## config.mk

```make
export PLATFORM = sky130hd
export DESIGN_NAME = demux32_4_buf
export DESIGN_NICKNAME = d
export VERILOG_FILES = /design/src/rtl/demux32_4_buf_pkg.sv /design/src/rtl/demux32_4_buf_chan_fifo.sv /design/src/rtl/demux32_4_buf.sv
export SDC_FILE = /design/constraint.sdc
export NUM_CORES = 1
export LEC_CHECK = 0
export CAP_MARGIN = 20
export CORE_MARGIN = 2
export CORE_UTILIZATION = 35
export CTS_CLUSTER_DIAMETER = 80
export CTS_CLUSTER_SIZE = 30
export DETAILED_ROUTE_END_ITERATION = 12
export GPL_TIMING_DRIVEN = 0
export PLACE_DENSITY = 0.68
export SYNTH_ARGS = -nofsm -noshare
export SYNTH_HDL_FRONTEND = slang
export SYNTH_HIERARCHICAL = 1
export SYNTH_SLANG_ARGS = --single-unit
```

## constraint.sdc

```tcl
create_clock -name clk_i -period 4 [get_ports clk_i]
set_input_delay 0.6 -clock clk_i [delete_from_list [all_inputs] [get_ports clk_i]]
set_output_delay 0.6 -clock clk_i [all_outputs]
set_load 0.03 [all_outputs]
```

## src/rtl/demux32_4_buf_pkg.sv

```systemverilog
// Shared constants for the buffered 1-to-4 demultiplexer.
//   NUM_CH    : number of output channels
//   CH_W      : width of the channel-select tag
//   DEF_WIDTH : default data width
//   DEF_DEPTH : default per-channel FIFO depth (power of two, >= 2)
//   DROP_W    : width of the saturating drop counter
package demux32_4_buf_pkg;
  localparam int unsigned NUM_CH    = 4;
  localparam int unsigned CH_W      = 2;
  localparam int unsigned DEF_WIDTH = 32;
  localparam int unsigned DEF_DEPTH = 2;
  localparam int unsigned DROP_W    = 8;
endpackage

```

## src/rtl/demux32_4_buf_chan_fifo.sv

```systemverilog
// Single-channel FIFO used by demux32_4_buf.
//   clk_i, rst_i : clock, synchronous active-high reset
//   push, din    : write din at the tail (ignored when full)
//   pop          : advance the head (ignored when empty)
//   dout         : head entry, 0 when empty
//   full, empty  : occupancy flags
module demux_chan_fifo
  import demux32_4_buf_pkg::*;
#(
  parameter int unsigned WIDTH = DEF_WIDTH,
  parameter int unsigned DEPTH = DEF_DEPTH
) (
  input  logic             clk_i,
  input  logic             rst_i,
  input  logic             push,
  input  logic             pop,
  input  logic [WIDTH-1:0] din,
  output logic [WIDTH-1:0] dout,
  output logic             full,
  output logic             empty
);

  localparam int unsigned AW = $clog2(DEPTH);
  localparam int unsigned CW = AW + 1;

  logic [WIDTH-1:0] mem [DEPTH];
  logic [AW-1:0]    wr_ptr;
  logic [AW-1:0]    rd_ptr;
  logic [CW-1:0]    count;
  logic             do_push;
  logic             do_pop;

  assign full    = (count == CW'(DEPTH));
  assign empty   = (count == '0);
  assign do_push = push & ~full;
  assign do_pop  = pop & ~empty;

  // Head is masked so a drained channel never exposes stale data.
  assign dout = empty ? '0 : mem[rd_ptr];

  always_ff @(posedge clk_i) begin
    if (rst_i) begin
      wr_ptr <= '0;
      rd_ptr <= '0;
      count  <= '0;
    end else begin
      if (do_push) wr_ptr <= wr_ptr + 1'b1;
      if (do_pop)  rd_ptr <= rd_ptr + 1'b1;
      case ({do_push, do_pop})
        2'b10:   count <= count + 1'b1;
        2'b01:   count <= count - 1'b1;
        default: count <= count;
      endcase
    end
  end

  always_ff @(posedge clk_i) begin
    if (!rst_i && do_push) mem[wr_ptr] <= din;
  end

endmodule

```

## src/rtl/demux32_4_buf.sv

```systemverilog
// Buffered 1-to-4 demultiplexer: one tagged word per cycle on a valid/ready
// input is steered into one of four independent channel FIFOs.
//   clk_i, rst_i       : clock, synchronous active-high reset
//   in_valid, in_ready : input handshake; in_ready reflects the channel
//                        selected by control and never depends on out_ready
//   in_data, control   : word and destination channel
//   out_valid[n]       : channel n non-empty
//   out_ready[n]       : consumer n takes the head this cycle
//   out0..out3         : channel heads, 0 when empty
//   drop_cnt           : saturating count of cycles with in_valid & !in_ready
module demux32_4_buf
  import demux32_4_buf_pkg::*;
#(
  parameter int unsigned WIDTH = DEF_WIDTH,
  parameter int unsigned DEPTH = DEF_DEPTH
) (
  input  logic              clk_i,
  input  logic              rst_i,
  input  logic              in_valid,
  output logic              in_ready,
  input  logic [WIDTH-1:0]  in_data,
  input  logic [CH_W-1:0]   control,
  output logic [NUM_CH-1:0] out_valid,
  input  logic [NUM_CH-1:0] out_ready,
  output logic [WIDTH-1:0]  out0,
  output logic [WIDTH-1:0]  out1,
  output logic [WIDTH-1:0]  out2,
  output logic [WIDTH-1:0]  out3,
  output logic [DROP_W-1:0] drop_cnt
);

  logic [NUM_CH-1:0] full_v;
  logic [NUM_CH-1:0] empty_v;
  logic [NUM_CH-1:0] push_v;
  logic [NUM_CH-1:0] pop_v;
  logic [WIDTH-1:0]  dout_v [NUM_CH];

  assign in_ready  = ~full_v[control];
  assign out_valid = ~empty_v;
  assign pop_v     = out_valid & out_ready;

  always_comb begin
    push_v = '0;
    if (in_valid && in_ready) push_v[control] = 1'b1;
  end

  for (genvar g = 0; g < NUM_CH; g++) begin : g_chan
    demux_chan_fifo #(
      .WIDTH (WIDTH),
      .DEPTH (DEPTH)
    ) u_fifo (
      .clk_i (clk_i),
      .rst_i (rst_i),
      .push  (push_v[g]),
      .pop   (pop_v[g]),
      .din   (in_data),
      .dout  (dout_v[g]),
      .full  (full_v[g]),
      .empty (empty_v[g])
    );
  end

  assign out0 = dout_v[0];
  assign out1 = dout_v[1];
  assign out2 = dout_v[2];
  assign out3 = dout_v[3];

  always_ff @(posedge clk_i) begin
    if (rst_i) begin
      drop_cnt <= '0;
    end else if (in_valid && !in_ready && (drop_cnt != '1)) begin
      drop_cnt <= drop_cnt + 1'b1;
    end
  end

endmodule

```

== Word level (Yosys, flattened, before mapping) ==
Memories as Yosys holds them, arrays and structs flattened. A register that Yosys moved wholly into a read port is not among the register bits.
Index checks and enable logic that the tools add are counted.
W data, S select, Z words.

* Bits in registers: 24
* Memory bits (writable): 256
* Input port bits: 41
* Output and inout bits: 141
* Word-level logic and storage cells: 114
* Memories: 4

{| class="wikitable"
|+ Memory list
! memory !! words !! width !! rd ports !! clocked after memory_dff !! wr ports !! line !! RTL
|-
| g_chan[0].u_fifo.mem || 2 || 32 || 1 || 1 || 1 || demux32_4_buf_chan_fifo.sv:26 || <nowiki>logic [WIDTH-1:0] mem [DEPTH];</nowiki>
|-
| g_chan[1].u_fifo.mem || 2 || 32 || 1 || 1 || 1 || demux32_4_buf_chan_fifo.sv:26 ||
|-
| g_chan[2].u_fifo.mem || 2 || 32 || 1 || 1 || 1 || demux32_4_buf_chan_fifo.sv:26 ||
|-
| g_chan[3].u_fifo.mem || 2 || 32 || 1 || 1 || 1 || demux32_4_buf_chan_fifo.sv:26 ||
|}

* $add $sub $neg: 17
* Order comparisons: 2
* Eq/ne operators: 13
* Mux-type cells: 29
* Bitwise logic cells: 19
* Reductions and logical operators: 17

{| class="wikitable"
|+ Operator list
! cell !! number
|-
| $mux W32 || 4
|-
| $mux W1 || 18
|-
| $eq A2 B2 Y1 const B || 8
|-
| $pmux W2 S2 || 4
|-
| $not A1 Y1 || 9
|-
| $add A1 B1 Y1 const B || 8
|-
| $add A2 B1 Y2 const B || 4
|-
| $add A8 B1 Y8 const B || 1
|-
| $and A1 B1 Y1 || 8
|-
| $eq A2 B1 Y1 const B || 4
|-
| $logic_and A1 B1 Y1 || 8
|-
| $logic_not A2 Y1 || 4
|-
| $ne A8 B8 Y1 const B || 1
|-
| $reduce_bool A2 Y1 || 4
|-
| $sub A2 B1 Y2 const B || 4
|-
| $and A4 B4 Y4 || 1
|-
| $mux W4 || 1
|-
| $not A4 Y4 || 1
|-
| $lt A2 B3 Y1 const B || 1
|-
| $bmux W1 S2 || 1
|-
| $demux W1 S2 || 1
|-
| $ge A2 B1 Y1 const B || 1
|-
| $logic_not A1 Y1 || 1
|}

== Longest topological paths before layout ==
* Depth in word-level cells: 10
* Mapped depth: 9
* Gate-level depth less buffers: 8

== Modules after synthesis ==
Netlist, hierarchy kept.

{| class="wikitable"
|+ Modules (own cells, without submodules)
! module !! instances !! cells an instance !! area an instance (um^2) !! seq. area each (um^2)
|-
| demux_chan_fifo || 4 || 161 || 2621.3 || 2021.9
|-
| demux32_4_buf || 1 || 66 || 530.5 || 160.2
|}

== Worst setup path before layout ==
OpenSTA, ideal clock, no wires.

* Path kind: input-to-reg
* Start point: input port in_valid
* End point: memory g_chan[1].u_fifo/mem[1][0] in the netlist's numbering (enable)
* Setup time: 0.468 ns
* Arrival time: 3.661 ns
* Data required time: 3.532 ns
* Slack: -0.129 ns
* Stages on the path: 4
* Path buffers: 0
* Path through: or2b_2 > nor3b_1 > nand2b_1 > nor3b_1

* Cells in the longest elaborated chain, start to end: 6

{| class="wikitable"
|+ RTL lines
! what !! line !! RTL
|-
| start: declaration || demux32_4_buf.sv:19 || <nowiki>input logic in_valid,</nowiki>
|-
| $logic_and A1 B1 Y1 || demux32_4_buf.sv:44 || <nowiki>if (in_valid && in_ready) push_v[control] = 1'b1;</nowiki>
|-
| $mux W4 || demux32_4_buf.sv:44 ||
|-
| named net push_v[1] || demux32_4_buf.sv:34 || <nowiki>logic [NUM_CH-1:0] push_v;</nowiki>
|-
| $and A1 B1 Y1 || demux32_4_buf_chan_fifo.sv:35 || <nowiki>assign do_push = push & ~full;</nowiki>
|-
| $logic_and A1 B1 Y1 || demux32_4_buf_chan_fifo.sv:58 || <nowiki>if (!rst_i && do_push) mem[wr_ptr] <= din;</nowiki>
|-
| $mux W1 || demux32_4_buf_chan_fifo.sv:58 ||
|-
| $mux W1 (not written as such) || demux32_4_buf_chan_fifo.sv:58 ||
|-
| end: declaration || demux32_4_buf_chan_fifo.sv:26 ||
|}

The timed path passes the listed nets, and every way through them passes these cells.

== Worst setup path after layout ==
* Start point: register g_chan[2].u_fifo.count[0]
* End point: output port out2[19]

* Cells in the longest elaborated chain, start to end: 2

{| class="wikitable"
|+ RTL lines
! what !! line !! RTL
|-
| start: declaration || demux32_4_buf_chan_fifo.sv:29 || <nowiki>logic [CW-1:0] count;</nowiki>
|-
| start signal: assignment || demux32_4_buf_chan_fifo.sv:50 || <nowiki>2'b10: count <= count + 1'b1;</nowiki>
|-
| start signal: assignment || demux32_4_buf_chan_fifo.sv:51 || <nowiki>2'b01: count <= count - 1'b1;</nowiki>
|-
| start signal: assignment || demux32_4_buf_chan_fifo.sv:52 || <nowiki>default: count <= count;</nowiki>
|-
| $logic_not A2 Y1 || demux32_4_buf_chan_fifo.sv:34 || <nowiki>assign empty = (count == '0);</nowiki>
|-
| $mux W32 || demux32_4_buf_chan_fifo.sv:39 || <nowiki>assign dout = empty ? '0 : mem[rd_ptr];</nowiki>
|-
| end: declaration || demux32_4_buf.sv:27 || <nowiki>output logic [WIDTH-1:0] out2,</nowiki>
|}

Every way passes these cells.

==> metrics.csv <==
stage;metric;value;unit
cells_and_area;fillerInstances;2684;
global_routing;grt_use_met2;0.2867;
critical_path;r2r_slack;1480;ps
power;peakVddDrop;0.0003167;V
sta;final.setup.worst_slack;877.1;ps
synthesis;async_reset_ff_frac;0;
cells_and_area;ff_latch_area;0.008248;mm²
sta;tightestPinTransition;981.5;ps
clock_tree;cts_tree;built;
routing;vias;6368;
synthesis;synth.largest_area_cell;edfxtp_1;
synthesis;synth_edf_count;256;
clock_tree;post_cts_buffers;0;
floorplanning;die_y;181.4;µm
global_routing;grt_usage;0.1588;
global_routing;grt_pass1_wl;39220;µm
critical_path;startpoint_type;flop;
critical_path;cp-end-kind;output pin;
global_routing;grt_max_degree;31;
floorplanning;die_w;181.4;µm
critical_path;startpoint;g_chan[2].u_fifo/count[0];
synthesis;syn_nets;756;
routing;drtAntennaViolNets;0;
global_routing;top_usage_layer;met2;
sta;grt_setup_unrepaired;no;
synthesis;syn-mean-instance-area;15.51;µm²
floorplanning;core;0.03083;mm²
worst_hold_path;hold-path-cell-count;2;
cells_and_area;final_util;0.4594;
sta;min_period;3123;ps
critical_path;cp_max_fo;10;
global_routing;grt_pass1_vias;6446;
clock_tree;ctsHoldBuffers;0;
global_routing;use_met3;0.03730;
routing;drc;0;
routing;avgRoutedWirePerCell;19.94;µm
sta;fin_crit_sh;0.7807;
synthesis;synth_common_cells;edfxtp_1 (256), nor2_1 (148), mux2i_1 (131);
placement;hpwlAfterDp;19010;µm
critical_path;critical_path_arrival;2520;ps
clock_tree;cts.path.max_buffers;3;
sta;fin_skew;32.30;ps
flow_run;max_cap_violations;0;
clock_tree;cts_resized;0;
sta;slew_headroom;0.3421;
synthesis;synthTopCellsByArea;edfxtp_1 (70%), mux2i_1 (12%), dfxtp_1 (5.1%);
global_routing;overflow;0;
synthesis;synth_ff_type;edfxtp_1;
critical_path;cp.required;3400;ps
critical_path;criticalPathCategory;flop to output pin;
sta;drv_slew;0;
power;leakage;0.004450;µW
status;status;finished clean;
floorplanning;start_util;0.3573;
synthesis;seq_area_frac_synth;0.7488;
cells_and_area;drive_gt1_frac;0.09188;
synthesis;synth_cells;710;
sta;setup_viol;0;
routing;viasPerCell;4.777;
global_routing;antenna_found_initial;1;
global_routing;grtUsageMet1;0.1945;
routing;wl;26580;µm
synthesis;yosys_warnings;6;
clock_tree;root_buffer;clkbuf_16;
cells_and_area;syn_to_final_growth;28.58;%
placement;preCtsSetupSlack;617.3;ps
sta;report.final.hold_viol_count;0;
floorplanning;io_pins;182;
synthesis;synth.distinct_cells;31;
critical_path;r2r-start;g_chan[3].u_fifo/count[0];
placement;gp_congestion;0.7244;
clock_tree;clk-insertion-delay-late;510;ps
power;p_per_area;389.7;mW/mm²
synthesis;synthesis.area;0.01102;mm²
critical_path;rr_endpoint;g_chan[3].u_fifo/mem[1][3];
worst_hold_path;hp-class;flop to flop;
routing;first_pass_iters;4;
clock_tree;cts_max_level;1;
cells_and_area;fin_nets;976;
routing;drt_iter0_drc;291;
synthesis;yosys_register_bits;284;
floorplanning;rows;64;
synthesis;yosysTopAreaCellShare;0.6979;
cells_and_area;multiInputGateArea;0.002616;mm²
critical_path;crit_end;out2[19];
placement;io_buffers;181;
clock_tree;cts_made_buffers;14;
clock_tree;clock_sinks;284;
floorplanning;dieArea;0.03291;mm²
clock_tree;cts.reportedPaths.clkPinSlew;100;ps
synthesis;yosysMostFrequentCell;edfxtp_1;
critical_path;rr_worst_depth;6;
sta;fmax;320.2;MHz
[flip-flops by register name, indices dropped and copies added (netlist names), named ones only]
register,cells
g_chan.u_fifo/rd_ptr,4
g_chan.u_fifo/wr_ptr,4
drop_cnt,8
g_chan.u_fifo/count,8
g_chan.u_fifo/mem,256
[final cells by class]
class | count | area share
Tap cell | 396 | 0.03498
Buffer | 30 | 0.01095
Sequential cell | 284 | 0.5823
Clock inverter | 5 | 0.005389
Clock buffer | 17 | 0.02703
Antenna cell | 1 | 0.0001767
Timing Repair Buffer | 204 | 0.1510
Multi-Input combinational cell | 383 | 0.1847
Inverter | 13 | 0.003445
[layer usage]
metal	vias up	part of all wire
li1	3032	-
met1	3144	0.42
met2	168	0.50
met3	24	0.064
met4	0	0.014
met5	-	0
[report_power, final]
part / total [µW] / leakage, µW / switching [µW] / internal, µW
combinational: 521 / 0.00169 / 324 / 196
clock: 1720 / 0.000224 / 940 / 780
sequential: 3280 / 0.00254 / 13.7 / 3270
[worst max-delay path, cell delays in order (launching register included)]
cell and delay [ps]:
dfxtp_1 380, nor2_1 470, buf_2 420, nor2_1 120, clkdlybuf4s50_1 620
[worst min path at each step]
stage | startpoint | slack [ps] | endpoint
finish | g_chan[2].u_fifo/rd_ptr | 520 | g_chan[2].u_fifo/rd_ptr
global route | g_chan[1].u_fifo/rd_ptr | 540 | g_chan[1].u_fifo/rd_ptr
CTS | g_chan[2].u_fifo/rd_ptr | 520 | flop
detailed placement | g_chan[2].u_fifo/rd_ptr | 490 | flop
global placement | g_chan[1].u_fifo/wr_ptr | 470 | g_chan[1].u_fifo/wr_ptr
floorplan | g_chan[0].u_fifo/wr_ptr | 460 | g_chan[0].u_fifo/wr_ptr
[metrics by stage]
stage	total power, µW	area [µm²]	hold WS, ps	instances	TNS, ps
CTS	5584	14160	519.5	1332	0
finish	5520	14160	515.2	1333	0
global placement	3855	13330	474.1	1287	-585430
floorplan	3597	11030	460.0	710	0
detailed placement	3874	13700	491.3	1310	0
global route	5695	14160	536.4	1332	0
[logic make-up (layout without fill, tap and decap cells)]
family / Yosys count / in the layout / synth area share
flops: 284 / 284 / 0.7488
compound gates: 34 / 34 / 0.01738
mux: 133 / 133 / 0.1211
simple gates: 199 / 199 / 0.07906
fa+ha+maj: 5 / 5 / 0.005679
buf+inv: 43 / 269 / 0.01851
other cells: 0 / 1 / 0
xor+xnor: 12 / 12 / 0.009541
[layout by cell type (no fill, tap or decap), types with 2 or more instances in the layout]
cell type	count
buf_6	14
o31ai_1	3
clkbuf_16	15
nor2_1	148
buf_8	6
mux2_2	2
buf_2	28
clkdlybuf4s50_1	181
nor3b_4	2
nand2b_1	6
nor3_1	2
ha_1	5
o21ai_0	13
nor3b_2	2
nand2_1	3
inv_1	13
dfxtp_1	28
xnor2_1	4
nor3_2	4
or3_2	2
a21oi_1	14
inv_12	2
xor2_1	8
clkbuf_1	2
or4_1	3
edfxtp_1	256
buf_16	3
nor3b_1	2
mux2i_1	131
nand3_1	4
nor2b_1	10
or3_1	8
(Power assumes the default switching activity.)
